[src/rtl/uart_frame_pkg.sv]
// Shared definitions for the UART frame parser: default parameters,
// FSM state encoding, abort cause codes and a small width helper.
package uart_frame_pkg;

    localparam logic [7:0] DEFAULT_SYNC_BYTE      = 8'hA5;
    localparam int         DEFAULT_MAX_LEN        = 16;
    localparam int         DEFAULT_TIMEOUT_CYCLES = 1024;

    typedef enum logic [2:0] {
        IDLE    = 3'd0,
        LEN     = 3'd1,
        PAYLOAD = 3'd2,
        CHK     = 3'd3,
        EMIT    = 3'd4
    } parserState_t;

    typedef enum logic [1:0] {
        ERR_TIMEOUT = 2'd0,
        ERR_BAD_LEN = 2'd1,
        ERR_BAD_CHK = 2'd2,
        ERR_LINE    = 2'd3
    } errCode_t;

    // Address width needed to index a memory of the given depth (at least 1 bit).
    function automatic int addrWidth(input int depth);
        return (depth > 1) ? $clog2(depth) : 1;
    endfunction

endpackage

[src/rtl/uart_frame_buf.sv]
// Payload store for one frame: DEPTH x 8 bits, one synchronous write
// port and one combinational read port. Contents are deliberately not
// reset; every location read during EMIT was written earlier in the frame.
module uart_frame_buf #(
    parameter int DEPTH  = 16,
    parameter int ADDR_W = 4
) (
    input  logic              clock,
    input  logic              i_wrEn,
    input  logic [ADDR_W-1:0] i_wrAddr,
    input  logic [7:0]        i_wrData,
    input  logic [ADDR_W-1:0] i_rdAddr,
    output logic [7:0]        o_rdData
);

    logic [7:0] r_mem [DEPTH];

    // Capture a payload byte on the rising edge when the parser writes.
    always_ff @(posedge clock) begin
        if (i_wrEn) begin
            r_mem[i_wrAddr] <= i_wrData;
        end
    end

    assign o_rdData = r_mem[i_rdAddr];

endmodule

[src/rtl/uart_frame_parser.sv]
// UART frame parser: hunts for SYNC_BYTE, reads a length byte, buffers the
// payload while summing it, verifies the checksum and then replays the
// payload on a valid/ready output stream. Line errors, bad lengths, bad
// checksums and inter-byte timeouts abort the frame with a one-cycle pulse.
module uart_frame_parser
    import uart_frame_pkg::*;
#(
    parameter logic [7:0] SYNC_BYTE      = DEFAULT_SYNC_BYTE,
    parameter int         MAX_LEN        = DEFAULT_MAX_LEN,
    parameter int         TIMEOUT_CYCLES = DEFAULT_TIMEOUT_CYCLES
) (
    input  logic       clock,
    input  logic       reset,
    input  logic [7:0] io_in_bits,
    input  logic       io_in_valid,
    output logic       io_in_ready,
    input  logic       io_in_error,
    output logic [7:0] io_out_bits,
    output logic       io_out_valid,
    input  logic       io_out_ready,
    output logic       io_out_last,
    output logic       io_frame_ok,
    output logic       io_frame_err,
    output logic [1:0] io_err_code
);

    localparam int                 CNT_W       = $clog2(MAX_LEN + 1);
    localparam int                 BUF_AW      = addrWidth(MAX_LEN);
    localparam int                 TMR_W       = $clog2(TIMEOUT_CYCLES + 1);
    localparam logic [7:0]         MAX_LEN_B   = 8'(MAX_LEN);
    localparam logic [TMR_W-1:0]   TIMEOUT_VAL = TMR_W'(TIMEOUT_CYCLES);
    localparam logic [CNT_W-1:0]   CNT_ONE     = CNT_W'(1);
    localparam logic [TMR_W-1:0]   TMR_ONE     = TMR_W'(1);

    parserState_t       r_state;
    parserState_t       w_nextState;
    logic               r_active;
    logic [CNT_W-1:0]   r_len;
    logic [CNT_W-1:0]   r_idx;
    logic [7:0]         r_sum;
    logic [TMR_W-1:0]   r_timer;
    logic               r_frameOk;
    logic               r_frameErr;
    logic [1:0]         r_errCode;

    logic               w_accept;
    logic               w_inFrame;
    logic               w_lineErr;
    logic               w_timeout;
    logic               w_byte;
    logic               w_lenOk;
    logic               w_lastIdx;
    logic               w_outFire;
    logic               w_abort;
    errCode_t           w_abortCode;
    logic               w_frameGood;
    logic               w_bufWe;
    logic [BUF_AW-1:0]  w_bufAddr;
    logic [7:0]         w_rdData;

    // r_active holds io_in_ready low while reset is asserted and until the
    // first clock edge afterwards, so the upstream never sees a stale ready.
    assign io_in_ready  = r_active && (r_state != EMIT);
    assign w_accept     = io_in_valid && io_in_ready;
    assign w_inFrame    = (r_state == LEN) || (r_state == PAYLOAD) || (r_state == CHK);
    assign w_lineErr    = w_inFrame && io_in_error;
    assign w_timeout    = w_inFrame && (r_timer == TIMEOUT_VAL);
    // A byte only counts when no abort condition coincides with it.
    assign w_byte       = w_accept && !w_lineErr && !w_timeout;
    assign w_lenOk      = (io_in_bits != 8'd0) && (io_in_bits <= MAX_LEN_B);
    assign w_lastIdx    = (r_idx == (r_len - CNT_ONE));

    assign io_out_valid = (r_state == EMIT);
    assign io_out_bits  = io_out_valid ? w_rdData : 8'h00;
    assign io_out_last  = io_out_valid && w_lastIdx;
    assign w_outFire    = io_out_valid && io_out_ready;

    assign io_frame_ok  = r_frameOk;
    assign io_frame_err = r_frameErr;
    assign io_err_code  = r_errCode;

    // The same index walks the buffer for writes in PAYLOAD and reads in EMIT.
    assign w_bufAddr    = r_idx[BUF_AW-1:0];
    assign w_bufWe      = (r_state == PAYLOAD) && w_byte;

    uart_frame_buf #(
        .DEPTH  (MAX_LEN),
        .ADDR_W (BUF_AW)
    ) u_buf (
        .clock    (clock),
        .i_wrEn   (w_bufWe),
        .i_wrAddr (w_bufAddr),
        .i_wrData (io_in_bits),
        .i_rdAddr (w_bufAddr),
        .o_rdData (w_rdData)
    );

    // State register; reset drops the parser back to hunting for a sync byte.
    always_ff @(posedge clock or negedge reset) begin
        if (!reset) begin
            r_state  <= IDLE;
            r_active <= 1'b0;
        end else begin
            r_state  <= w_nextState;
            r_active <= 1'b1;
        end
    end

    // Next-state decode: line error beats timeout, timeout beats a new byte.
    always_comb begin
        w_nextState = r_state;
        w_abort     = 1'b0;
        w_abortCode = ERR_TIMEOUT;
        w_frameGood = 1'b0;

        if (w_lineErr) begin
            w_abort     = 1'b1;
            w_abortCode = ERR_LINE;
        end else if (w_timeout) begin
            w_abort     = 1'b1;
            w_abortCode = ERR_TIMEOUT;
        end

        unique case (r_state)
            IDLE: begin
                if (w_accept && (io_in_bits == SYNC_BYTE)) begin
                    w_nextState = LEN;
                end
            end
            LEN: begin
                if (w_byte) begin
                    if (w_lenOk) begin
                        w_nextState = PAYLOAD;
                    end else begin
                        w_abort     = 1'b1;
                        w_abortCode = ERR_BAD_LEN;
                    end
                end
            end
            PAYLOAD: begin
                if (w_byte && w_lastIdx) begin
                    w_nextState = CHK;
                end
            end
            CHK: begin
                if (w_byte) begin
                    if (io_in_bits == r_sum) begin
                        w_nextState = EMIT;
                        w_frameGood = 1'b1;
                    end else begin
                        w_abort     = 1'b1;
                        w_abortCode = ERR_BAD_CHK;
                    end
                end
            end
            EMIT: begin
                if (w_outFire && w_lastIdx) begin
                    w_nextState = IDLE;
                end
            end
            default: begin
                w_nextState = IDLE;
            end
        endcase

        if (w_abort) begin
            w_nextState = IDLE;
        end
    end

    // Length, running checksum and buffer index bookkeeping.
    always_ff @(posedge clock or negedge reset) begin
        if (!reset) begin
            r_len <= '0;
            r_idx <= '0;
            r_sum <= 8'h00;
        end else begin
            unique case (r_state)
                LEN: begin
                    if (w_byte && w_lenOk) begin
                        r_len <= io_in_bits[CNT_W-1:0];
                        r_sum <= io_in_bits;
                        r_idx <= '0;
                    end
                end
                PAYLOAD: begin
                    if (w_byte) begin
                        r_sum <= r_sum + io_in_bits;
                        r_idx <= r_idx + CNT_ONE;
                    end
                end
                CHK: begin
                    if (w_frameGood) begin
                        r_idx <= '0;
                    end
                end
                EMIT: begin
                    if (w_outFire && !w_lastIdx) begin
                        r_idx <= r_idx + CNT_ONE;
                    end
                end
                default: begin
                    r_idx <= '0;
                end
            endcase
        end
    end

    // Inter-byte timer: counts idle cycles mid-frame, cleared by any byte.
    always_ff @(posedge clock or negedge reset) begin
        if (!reset) begin
            r_timer <= '0;
        end else if (w_inFrame && !w_accept && !w_abort) begin
            r_timer <= r_timer + TMR_ONE;
        end else begin
            r_timer <= '0;
        end
    end

    // One-cycle status pulses reporting frame success or abort cause.
    always_ff @(posedge clock or negedge reset) begin
        if (!reset) begin
            r_frameOk  <= 1'b0;
            r_frameErr <= 1'b0;
            r_errCode  <= 2'b00;
        end else begin
            r_frameOk  <= w_frameGood;
            r_frameErr <= w_abort;
            r_errCode  <= w_abort ? w_abortCode : 2'b00;
        end
    end

endmodule

[config.mk]
export PLATFORM = sky130hd
export DESIGN_NAME = uart_frame_parser
export DESIGN_NICKNAME = d
export VERILOG_FILES = /design/src/rtl/uart_frame_pkg.sv /design/src/rtl/uart_frame_buf.sv /design/src/rtl/uart_frame_parser.sv
export SDC_FILE = /design/constraint.sdc
export NUM_CORES = 1
export LEC_CHECK = 0
export ABC_CLOCK_PERIOD_IN_PS = 3500
export CAP_MARGIN = 25
export CORE_MARGIN = 1.5
export CORE_UTILIZATION = 58
export CTS_CLUSTER_SIZE = 10
export DETAILED_ROUTE_END_ITERATION = 16
export HOLD_SLACK_MARGIN = 0.15
export PLACE_DENSITY = 0.8
export SLEW_MARGIN = 5
export SYNTH_ARGS = -nofsm -noshare
export SYNTH_HDL_FRONTEND = slang
export SYNTH_HIERARCHICAL = 1
export SYNTH_SLANG_ARGS = --single-unit
[constraint.sdc]
create_clock -name clock -period 3.5 [get_ports clock]
set_input_delay 1.05 -clock clock [delete_from_list [all_inputs] [get_ports clock]]
set_output_delay 1.05 -clock clock [all_outputs]
set_load 0.02 [all_outputs]
==> results.yml <==
outcome:
  outcome: "finished clean"
floorplan:
  die_area_um2: 13400
  die_w_um: 116
  row_count: 40
  initial_core_util: 0.604
  fp.dieH_um: 116
  core_um2: 12200
  ioPinCount: 28
logic_synthesis:
  syn_nets: 506
  syn-cell-area_um2: 7350
  synth_flop_cell: "edfxtp_1"
  synth_cells: 481
  ys_warn_count: 6
  yosysUniqueCellTypes: 61
  synth-seq-cells: 165
  ys_seq_area_frac: 0.649
  syn_avg_cell_area_um2: 15.3
  synth_edf_count: 128
  async_flop_share: 0.224
sta:
  rsz0062_at_grt: "yes"
  hold_viol: 0
  slew_viol_final: 0
  max_freq_ghz: 0.290
  fin_crit_sh: 0.984
  skew_ps: 5.50
  setup-violations-final: 0
  fin_hold_ws_ps: 497
  slew_headroom: 0.441
  setup-tns-final_ps: 0
  tightestPinTransition_ps: 838
  period_needed_ps: 3450
power_and_ir_drop:
  power_frac_seq: 0.463
  static-leakage-power_nw: 3.28
  pwr-share-clk: 0.401
  peakVddDrop_uv: 252
  swShare: 0.236
  p_per_area_nw_per_um2: 539
  internal_power_w: 0.00365
  combPwrFrac: 0.136
  p_sw_w: 0.00113
critical_path:
  crit_fanout: 11
  path_buf_inv: 2
  rr_worst_depth: 9
  critical_path_class: "flop to output pin"
  worstSetupEndpointType: "output pin"
  cp.required_ps: 2450
  cp_slowest_stage_delay_ps: 570
  crit_chain: "buf_12 > mux4_1 > a22oi_2 > nand2_1 > and3_1 > clkdlybuf4s15_1"
  path_delay_family: "multiplexers"
  path_depth: 6
  start_kind: "flop"
  crit_slowest_cell: "mux4_1"
  worst_ep_arrival_time_ps: 2400
cts:
  cts_max_path_buffers: 2
  root_buffer: "clkbuf_16"
  clk_pin_slew_worst_paths_ps: 60
  cts_max_level: 4
  clkSinkCount: 165
  cts_tree: "built"
  cts_hold_buf: 0
  cts_inserted_buffers: 17
  insertion_delay_ps: 420
detailed_routing:
  vias: 4550
  drcViolationCount: 0
  drt-vias-per-instance: 6.06
  dr.max_layer_used: "met4"
  dr_wl_met3_um: 956
  met2RoutedLength_um: 8310
  first_pass_iters: 5
  routedWlPerCell_um: 21.5
  drt_iter0_drc: 363
  wl_met1_um: 6530
  drtAntennaViolNets: 0
  drt_wl_total_um: 16100
worst_hold_path:
  hp-class: "flop to flop"
  holdPathStages: 2
cells_and_area:
  seq_area_um2: 4770
  syn2layout_area_growth_pct: 20.6
  antennaDiodeCount: 0
  multiInputGateArea_um2: 2440
  nNetsFinal: 596
  layout-drive-gt1-share: 0.250
  instances_no_fill: 751
  n_fill_cell: 776
global_route:
  antenna_found_initial: 0
  grt_overflow_total: 0
  grt_max_degree: 38
  grt_pass1_wl_um: 25300
  first_global_vias: 4727
  grtUsageTotal: 0.262
placed_design:
  hpwl_um: 10200
  gpl.final_weighted_congestion: 0.893
  portBuffers: 27
  dp.cells: 708
run:
  cap_viol_max_count: 0
[flip-flops by register name (all words and copies together) (netlist names)]
name / count
io_frame_err: 1
r_len: 5
u_buf/r_mem: 128
io_frame_ok: 1
r_sum: 8
r_idx: 5
io_err_code: 2
r_active: 1
r_timer: 11
r_state: 3
[cells by family (layout without fill, tap and decap cells)]
kind of cell             Yosys count  after routing  share of synthesized area
adder cells (fa/ha/maj)           12             12                     0.0214
XOR/XNOR                          20             20                     0.0238
flip-flops                       165            165                      0.649
buffers and inverters             33            135                     0.0240
other                              1              1                   0.000510
AO/OA/AOI/OAI                     63             63                     0.0628
AND/OR/NAND/NOR                  149            149                      0.105
multiplexers                      38             38                      0.114
[cell type report]
class | count | share of cell area
clock buffer | 17 | 0.0480
inverter | 15 | 0.00635
tap | 168 | 0.0237
timing repair buffer | 89 | 0.0876
sequential | 165 | 0.538
clock inverter | 14 | 0.0209
multi-input combinational | 283 | 0.275
[cell usage in the layout (no fill, tap or decap), types with 8 or more instances in the layout]
master / instances
edfxtp_1: 128
nand2_1: 31
mux4_1: 10
a22oi_2: 10
buf_4: 56
xnor2_1: 8
and3_1: 13
o21ai_0: 10
mux4_2: 22
xor2_1: 12
inv_1: 15
ha_1: 11
nand3_1: 14
nor2_1: 44
clkdlybuf4s50_1: 17
nor3_1: 13
dfrtp_1: 36
clkbuf_16: 17
[cells in the mapped netlist (all sizes together), types with 11 or more instances]
library cell    n  area share
ha             11       0.019
nor2           45       0.023
inv            15      0.0077
o21ai          16       0.011
nand2          31       0.016
edfxtp        128        0.52
and3           14       0.012
xor2           12       0.014
nor3           13      0.0089
dfrtp          37        0.13
a22oi          16       0.016
mux4           32        0.11
nand3          14      0.0095
[layer usage]
layer,up-vias,track usage
met5,-,0
met4,0,0.0947
met3,32,0.0628
met2,191,0.443
met1,2284,0.335
li1,2043,-
[power groups by stage]
stage	Clock, W	Combinational [W]	Sequential (W)
floorplan	0	0.000371	0.00224
global placement	0	0.000571	0.00224
detailed placement	0	0.000591	0.00225
CTS	0.00193	0.000620	0.00221
global route	0.00202	0.000707	0.00222
finish	0.00192	0.000652	0.00221
[per-stage QoR]
stage                      util  power, W  instance area, um2  worst slack, ps
after floorplan               -   0.00261                7350              274
after global placement    0.669   0.00281                8130            -12.3
after detailed placement  0.669   0.00284                8130            -71.5
after CTS                 0.726   0.00476                8820            -28.9
after global routing      0.729   0.00494                8860            -14.0
final                     0.729   0.00478                8860             54.8
[repair_timing]
action                                  in CTS  in global routing
cloned                                       1                  0
pin swaps                                    2                  1
endpoints found under the hold margin        0                  0
gates resized for setup                     28                 12
endpoints found under the setup margin       9                  9
setup buffers                                2                  9
[worst register-to-register path, cell delays in order (launching register included)]
cell      delay (ps)
dfrtp_1          390
inv_1             80
ha_1             200
nor4bb_1         160
a31o_2           260
a21o_1           210
nor2_1           180
or3b_2           530
nor3_1           210
buf_4            230
[path summary, 6_finish.rpt]
kind                                endpoint  slack [ps]  startpoint
max                           io_out_bits[2]          50    r_idx[0]
min                                 r_sum[4]         500    r_sum[4]
max reg2reg                u_buf/r_mem[0][1]         760  r_timer[0]
min reg2reg                         r_sum[4]         500    r_sum[4]
max in group asynchronous           r_idx[0]        2200       reset
min in group asynchronous         r_state[1]         730       reset
(Power assumes the default switching activity.)
